--- src/rtl/fetch_unit_pkg.sv ---
// Shared types for the instruction-fetch front end.
//   common : instruction-bus request/response structs, default reset PC and
//            the fetch FSM state enum.
//   pipes  : fetch_data_t, the record handed to the IF/ID pipeline register.
package common;

  localparam logic [63:0] PC_RESET_DEFAULT = 64'h8000_0000;

  typedef struct packed {
    logic        valid;
    logic [63:0] addr;
  } ibus_req_t;

  typedef struct packed {
    logic        addr_ok;
    logic        data_ok;
    logic [31:0] data;
  } ibus_resp_t;

  // REQ: request outstanding, BUF: word held for IF/ID,
  // DRAIN: waiting out a response that a redirect made stale.
  typedef enum logic [1:0] {
    ST_REQ   = 2'd0,
    ST_BUF   = 2'd1,
    ST_DRAIN = 2'd2
  } fetch_state_t;

endpackage

package pipes;

  typedef struct packed {
    logic        valid;
    logic [63:0] pc;
    logic [31:0] raw_instr;
    logic        misaligned;
  } fetch_data_t;

endpackage

--- src/rtl/fetch_unit_if.sv ---
// Instruction-bus bundle between fetch_unit (master) and memory (slave).
//   ireq  : request  {valid, addr[63:0]}, driven by the master
//   iresp : response {addr_ok, data_ok, data[31:0]}, driven by the slave
interface fetch_unit_if;
  import common::*;

  ibus_req_t  ireq;
  ibus_resp_t iresp;

  modport master (output ireq, input iresp);
  modport slave  (input ireq, output iresp);

endinterface

--- src/rtl/fetch_unit.sv ---
// Instruction-fetch stage front end. Owns the fetch PC, keeps a single
// request outstanding on the instruction bus, buffers the returned word and
// presents it to IF/ID. Redirects flush any in-flight or buffered word.
//
// Ports:
//   clk, reset      core clock; synchronous active-high reset
//   ibus            instruction bus (master modport of fetch_unit_if)
//   stallF          downstream stall; the buffered word is held
//   redirect_valid  single-cycle redirect/flush request
//   redirect_pc     redirect target
//   dataF_nxt       {valid, pc, raw_instr, misaligned} toward IF/ID
//
// Build option: define FETCH_MISALIGN_CHECK_EN to turn a PC with pc[1:0]!=0
// into a misaligned entry without touching the bus. Undefined, misaligned
// is tied 0 and the address is issued unchanged.
module fetch_unit
  import common::*;
  import pipes::*;
#(
  parameter logic [63:0] PC_RESET = PC_RESET_DEFAULT
) (
  input  logic         clk,
  input  logic         reset,
  fetch_unit_if.master ibus,
  input  logic         stallF,
  input  logic         redirect_valid,
  input  logic [63:0]  redirect_pc,
  output fetch_data_t  dataF_nxt
);

  fetch_state_t state_q, state_d;
  logic [63:0]  pc_q, pc_d;
  logic [31:0]  buf_instr_q, buf_instr_d;
  logic [63:0]  tgt_pc_q, tgt_pc_d;

  logic         data_ok;
  logic         pc_misaligned;
  logic         unused_addr_ok;

  assign data_ok        = ibus.iresp.data_ok;
  // Transfers complete on data_ok alone; the address handshake carries no state.
  assign unused_addr_ok = ibus.iresp.addr_ok;

`ifdef FETCH_MISALIGN_CHECK_EN
  assign pc_misaligned = (pc_q[1:0] != 2'b00);
`else
  assign pc_misaligned = 1'b0;
`endif

  // Next-state logic. Redirect outranks data_ok and stallF in every state.
  always_comb begin
    // NOTE: every variable gets a default up front so no path infers a latch.
    state_d     = state_q;
    pc_d        = pc_q;
    buf_instr_d = buf_instr_q;
    tgt_pc_d    = tgt_pc_q;

    case (state_q)
      ST_REQ: begin
        if (pc_misaligned) begin
          // No bus traffic: behaves like a 0-wait fetch of an all-zero word.
          if (redirect_valid) begin
            pc_d = redirect_pc;
          end else begin
            buf_instr_d = '0;
            state_d     = ST_BUF;
          end
        end else if (redirect_valid) begin
          if (data_ok) begin
            pc_d = redirect_pc;            // response arrives now: drop it
          end else begin
            tgt_pc_d = redirect_pc;        // response still owed: wait it out
            state_d  = ST_DRAIN;
          end
        end else if (data_ok) begin
          buf_instr_d = ibus.iresp.data;
          state_d     = ST_BUF;
        end
      end

      ST_BUF: begin
        if (redirect_valid) begin
          pc_d    = redirect_pc;
          state_d = ST_REQ;
        end else if (!stallF) begin
          pc_d    = pc_q + 64'd4;          // wraps naturally at 2^64
          state_d = ST_REQ;
        end
      end

      ST_DRAIN: begin
        if (redirect_valid) begin
          if (data_ok) begin
            pc_d    = redirect_pc;
            state_d = ST_REQ;
          end else begin
            tgt_pc_d = redirect_pc;        // latest redirect wins
          end
        end else if (data_ok) begin
          pc_d    = tgt_pc_q;
          state_d = ST_REQ;
        end
      end

      default: state_d = ST_REQ;
    endcase
  end

  // NOTE: state registers use non-blocking assignments so every flop samples
  // pre-edge values regardless of process ordering.
  always_ff @(posedge clk) begin
    if (reset) begin
      state_q     <= ST_REQ;
      pc_q        <= PC_RESET;
      buf_instr_q <= '0;
      tgt_pc_q    <= '0;
    end else begin
      state_q     <= state_d;
      pc_q        <= pc_d;
      buf_instr_q <= buf_instr_d;
      tgt_pc_q    <= tgt_pc_d;
    end
  end

  // Output decode. The request address is pc_q in both REQ and DRAIN, so it
  // stays stable until data_ok; reset masks both outputs immediately.
  always_comb begin
    ibus.ireq       = '0;
    ibus.ireq.addr  = pc_q;
    dataF_nxt       = '0;
    if (!reset) begin
      case (state_q)
        ST_REQ:   ibus.ireq.valid = !pc_misaligned;
        ST_DRAIN: ibus.ireq.valid = 1'b1;
        ST_BUF: begin
          dataF_nxt.valid      = 1'b1;
          dataF_nxt.pc         = pc_q;
          dataF_nxt.raw_instr  = buf_instr_q;
          dataF_nxt.misaligned = pc_misaligned;
        end
        default: ;
      endcase
    end
  end

endmodule

--- src/flat_wrapper.sv ---
// flat-port wrapper written by rule: the top's interface ports become plain ports
module fetch_unit_flat import common::*; import pipes::*;
#(
  parameter logic [63:0] PC_RESET = PC_RESET_DEFAULT
)
  (clk, reset, stallF, redirect_valid, redirect_pc, dataF_nxt, ibus_ireq, ibus_iresp);
  fetch_unit_if ibus_i ();
  input  logic clk;
  input  logic reset;
  input  logic stallF;
  input  logic redirect_valid;
  input  logic [63:0] redirect_pc;
  output fetch_data_t dataF_nxt;
  output wire logic [$bits(ibus_i.ireq)-1:0] ibus_ireq;
  input wire logic [$bits(ibus_i.iresp)-1:0] ibus_iresp;
  assign ibus_ireq = ibus_i.ireq;
  assign ibus_i.iresp = ibus_iresp;
  fetch_unit #(.PC_RESET(PC_RESET)) u_core (.clk(clk), .reset(reset), .ibus(ibus_i), .stallF(stallF), .redirect_valid(redirect_valid), .redirect_pc(redirect_pc), .dataF_nxt(dataF_nxt));
endmodule
--- config.mk ---
export PLATFORM = sky130hd
export DESIGN_NAME = fetch_unit_flat
export DESIGN_NICKNAME = d
export VERILOG_FILES = /design/src/rtl/fetch_unit_pkg.sv /design/src/rtl/fetch_unit_if.sv /design/src/rtl/fetch_unit.sv /design/src/flat_wrapper.sv
export SDC_FILE = /design/constraint.sdc
export NUM_CORES = 1
export LEC_CHECK = 0
export CAP_MARGIN = 20
export CORE_UTILIZATION = 54
export DETAILED_ROUTE_END_ITERATION = 12
export PLACE_DENSITY = 0.9
export SYNTH_ARGS = -nofsm -noshare
export SYNTH_HDL_FRONTEND = slang
export SYNTH_SLANG_ARGS = --single-unit
--- constraint.sdc ---
create_clock -name clk -period 6.9 [get_ports clk]
set_input_delay 1.38 -clock clk [delete_from_list [all_inputs] [get_ports clk]]
set_output_delay 1.38 -clock clk [all_outputs]
set_load 0.02 [all_outputs]
==> impl_metrics.ini <==
[global_route]
grt_usage_pct = 37.7
antenna_found_initial = 2
grt_pass1_vias = 11600
grt_overflow = 0
grt_pass1_wl_mm = 59.9
grt_max_degree = 62

[clock_tree]
clock_path_buffers = 2
cts_buffers = 17
clock_latency_ps = 440
cts.repair.resized = 0
cts_root_buffer = clkbuf_16
cts_setup_buffers = 0
ctsHoldBuffers = 0
cts.htree.levels = 4
clock-sinks = 162
clk_pin_slew_ps = 60
cts_tree = built

[worst_setup_path]
crit_required_ps = 5520
r2r-start = u_core.state_q[1]$_SDFFE_PP0P_
reg2reg_depth = 7
cp.arrival_ps = 3630
path_max_fanout = 58
start_kind = primary input
crit_type = primary input to output port
cp-end-kind = output port
r2r_end = u_core.pc_q[25]$_SDFFE_PP0P_
timing.reg2reg.setup_slack_ps = 2830

[sta]
worst_pin_slew_ps = 1230
finalMaxSlewViolations = 0
finalCritPeriodShare_pct = 72.6
fin_tns_setup_ps = 0
fin_skew_ps = 10.9
fmax_ghz = 0.200
max_slew_margin_pct = 18.1
finalSetupViolCount = 0
setup_slack_ps = 1890
rsz0062_at_grt = false
hold_violations = 0
period_minus_slack_ps = 5010

[detailed_routing]
drt_wl_total_mm = 38.3
drt-vias-per-instance = 6.52
firstDrtPassIters = 9
routed-via-count = 12300
drc = 0
drt_iter0_drc = 2095
wl_per_cell_um = 20.3
ant_nets = 0

[die]
die_height_um = 141
dieArea_mm2 = 0.0199
core_mm2 = 0.0188
pin_count = 265
num_rows = 50
start_util_pct = 55.6
die_x_um = 141

[logic_synthesis]
synth_edf_count = 0
yosysSeqAreaShare_pct = 31.0
ys_seq_elements = 162
synth_cell_type_count = 75
netlist_area_mm2 = 0.0105
synth_top_area_cell = dfxtp_1
ys_warn_count = 0
syn_inst = 1448
syn-num-nets = 1555
syn_avg_cell_area_um2 = 7.23
synthArstFlopShare_pct = 0
yosysTopAreaCellShare_pct = 31.0
synthTopCellsByArea = dfxtp_1 (31%), a21oi_1 (9.8%), nand2_1 (9.0%)
synth_top_flop_cell = dfxtp_1

[placed_design]
port_buffers = 262
preCtsSetupSlack_ps = 1880
place_congestion = 0.987
hpwl_mm = 24.7

[hold_path]
hp-class = flop to flop
hp-start = u_core.buf_instr_q[16]$_SDFFE_PP0P_
min_to = u_core.buf_instr_q[16]$_SDFFE_PP0P_
hold_depth = 2

[power_and_ir_drop]
p_leak_nw = 4.77
power.density_mw_per_mm2 = 216
vdd_drop_max_mv = 0.196

[run]
cap_violations = 0

[finish]
layout_commonest_cell = clkdlybuf4s50_1
nets = 1724
mostFrequentLayoutCells = clkdlybuf4s50_1 (259), nand2_1 (252), a21oi_1 (205), dfxtp_1 (162), and2_1 (107)
area_delta_synth_final_pct = 31.7
drive_above_1_share_pct = 5.95

[outcome]
outcome = finished clean
[critical path, cell delays in order]
cell and delay, ps:
buf_4 230, nor2b_4 660, buf_4 500, and2_1 210
clkdlybuf4s50_1 620
[sequential cells by signal, indices dropped and copies added (netlist names)]
signal / count
u_core.pc_q: 64
u_core.buf_instr_q: 32
u_core.tgt_pc_q: 64
u_core.state_q: 2
[logic make-up after synthesis]
group | count (synthesis) | share of synthesized area, %
compound gates | 458 | 27.0
xor+xnor | 24 | 2.01
fa+ha+maj | 5 | 0.598
buf+inv | 145 | 5.49
flops | 162 | 31.0
mux | 52 | 5.26
other cells | 1 | 0.0358
simple gates | 601 | 28.6
[cell type report]
type / instances / area (um^2)
clock inverter: 10 / 230
multi-input combinational: 1141 / 6670
clock buffer: 21 / 450
fill: 1448 / 5050
timing repair buffer: 283 / 2810
tap: 260 / 325
antenna: 2 / 5.00
inverter: 12 / 45.0
sequential: 162 / 3240
[synthesized netlist by cell type (5+ instances only)]
master and instances:
a222oi_1 12, nand2b_1 5, o32ai_1 11, nand2_1 252, mux2i_1 28, a2bb2oi_1 5
or3_1 7, clkbuf_1 117, a22o_1 9, a211oi_1 9, nand4_1 23, a21o_1 6
nor2_1 74, a221o_1 6, dfxtp_1 162, and4_1 8, ha_1 5, inv_1 11
a41oi_1 5, nor4_1 15, and3_1 10, a22oi_1 24, o221ai_1 8, o22ai_1 13
nand3_1 25, nor2b_1 15, a21oi_1 205, xnor2_1 17, o21ai_0 83, a31oi_1 17
mux2_2 24, xor2_1 7, and2_1 107, nor3_1 28, o211ai_1 10, buf_1 9
[how the worst max path moves through the flow]
stage	from	end	slack, ps	depth (start not counted)
after floorplan	reset	dataF_nxt[58]	3170	4
after global placement	reset	dataF_nxt[31]	1980	5
after detailed placement	reset	dataF_nxt[16]	1880	5
after CTS	reset	dataF_nxt[16]	1880	5
after global routing	reset	dataF_nxt[26]	1730	5
final	reset	dataF_nxt[30]	1890	5
[power breakdown]
part / switching, mW / total, mW / internal (mW)
logic: 0.426 / 0.731 / 0.305
clock network: 0.396 / 1.12 / 0.722
registers: 0.119 / 1.13 / 1.01
[layer usage]
metal / share of wire, % / track usage, % / up-vias
met5: 0 / 0 / -
met4: 5.7 / 23.6 / 0
met3: 13 / 9.07 / 217
met2: 45 / 60.6 / 948
met1: 36 / 45.3 / 5606
li1: - / - / 5551
[metrics by stage]
stage               utilization [%]  std cells  area (um^2)  power (mW)  hold slack, ps
finish                         73.2       1891        13800        2.98             450
global route                   73.2       1891        13800        3.07             469
CTS                            72.7       1884        13700        2.94             453
detailed placement             69.1       1853        13000        1.84             444
global placement               69.1       1853        13000        1.81             437
floorplan                         -       1448        10500        1.53             432
Note: power is estimated with default switching activity, not from simulation.
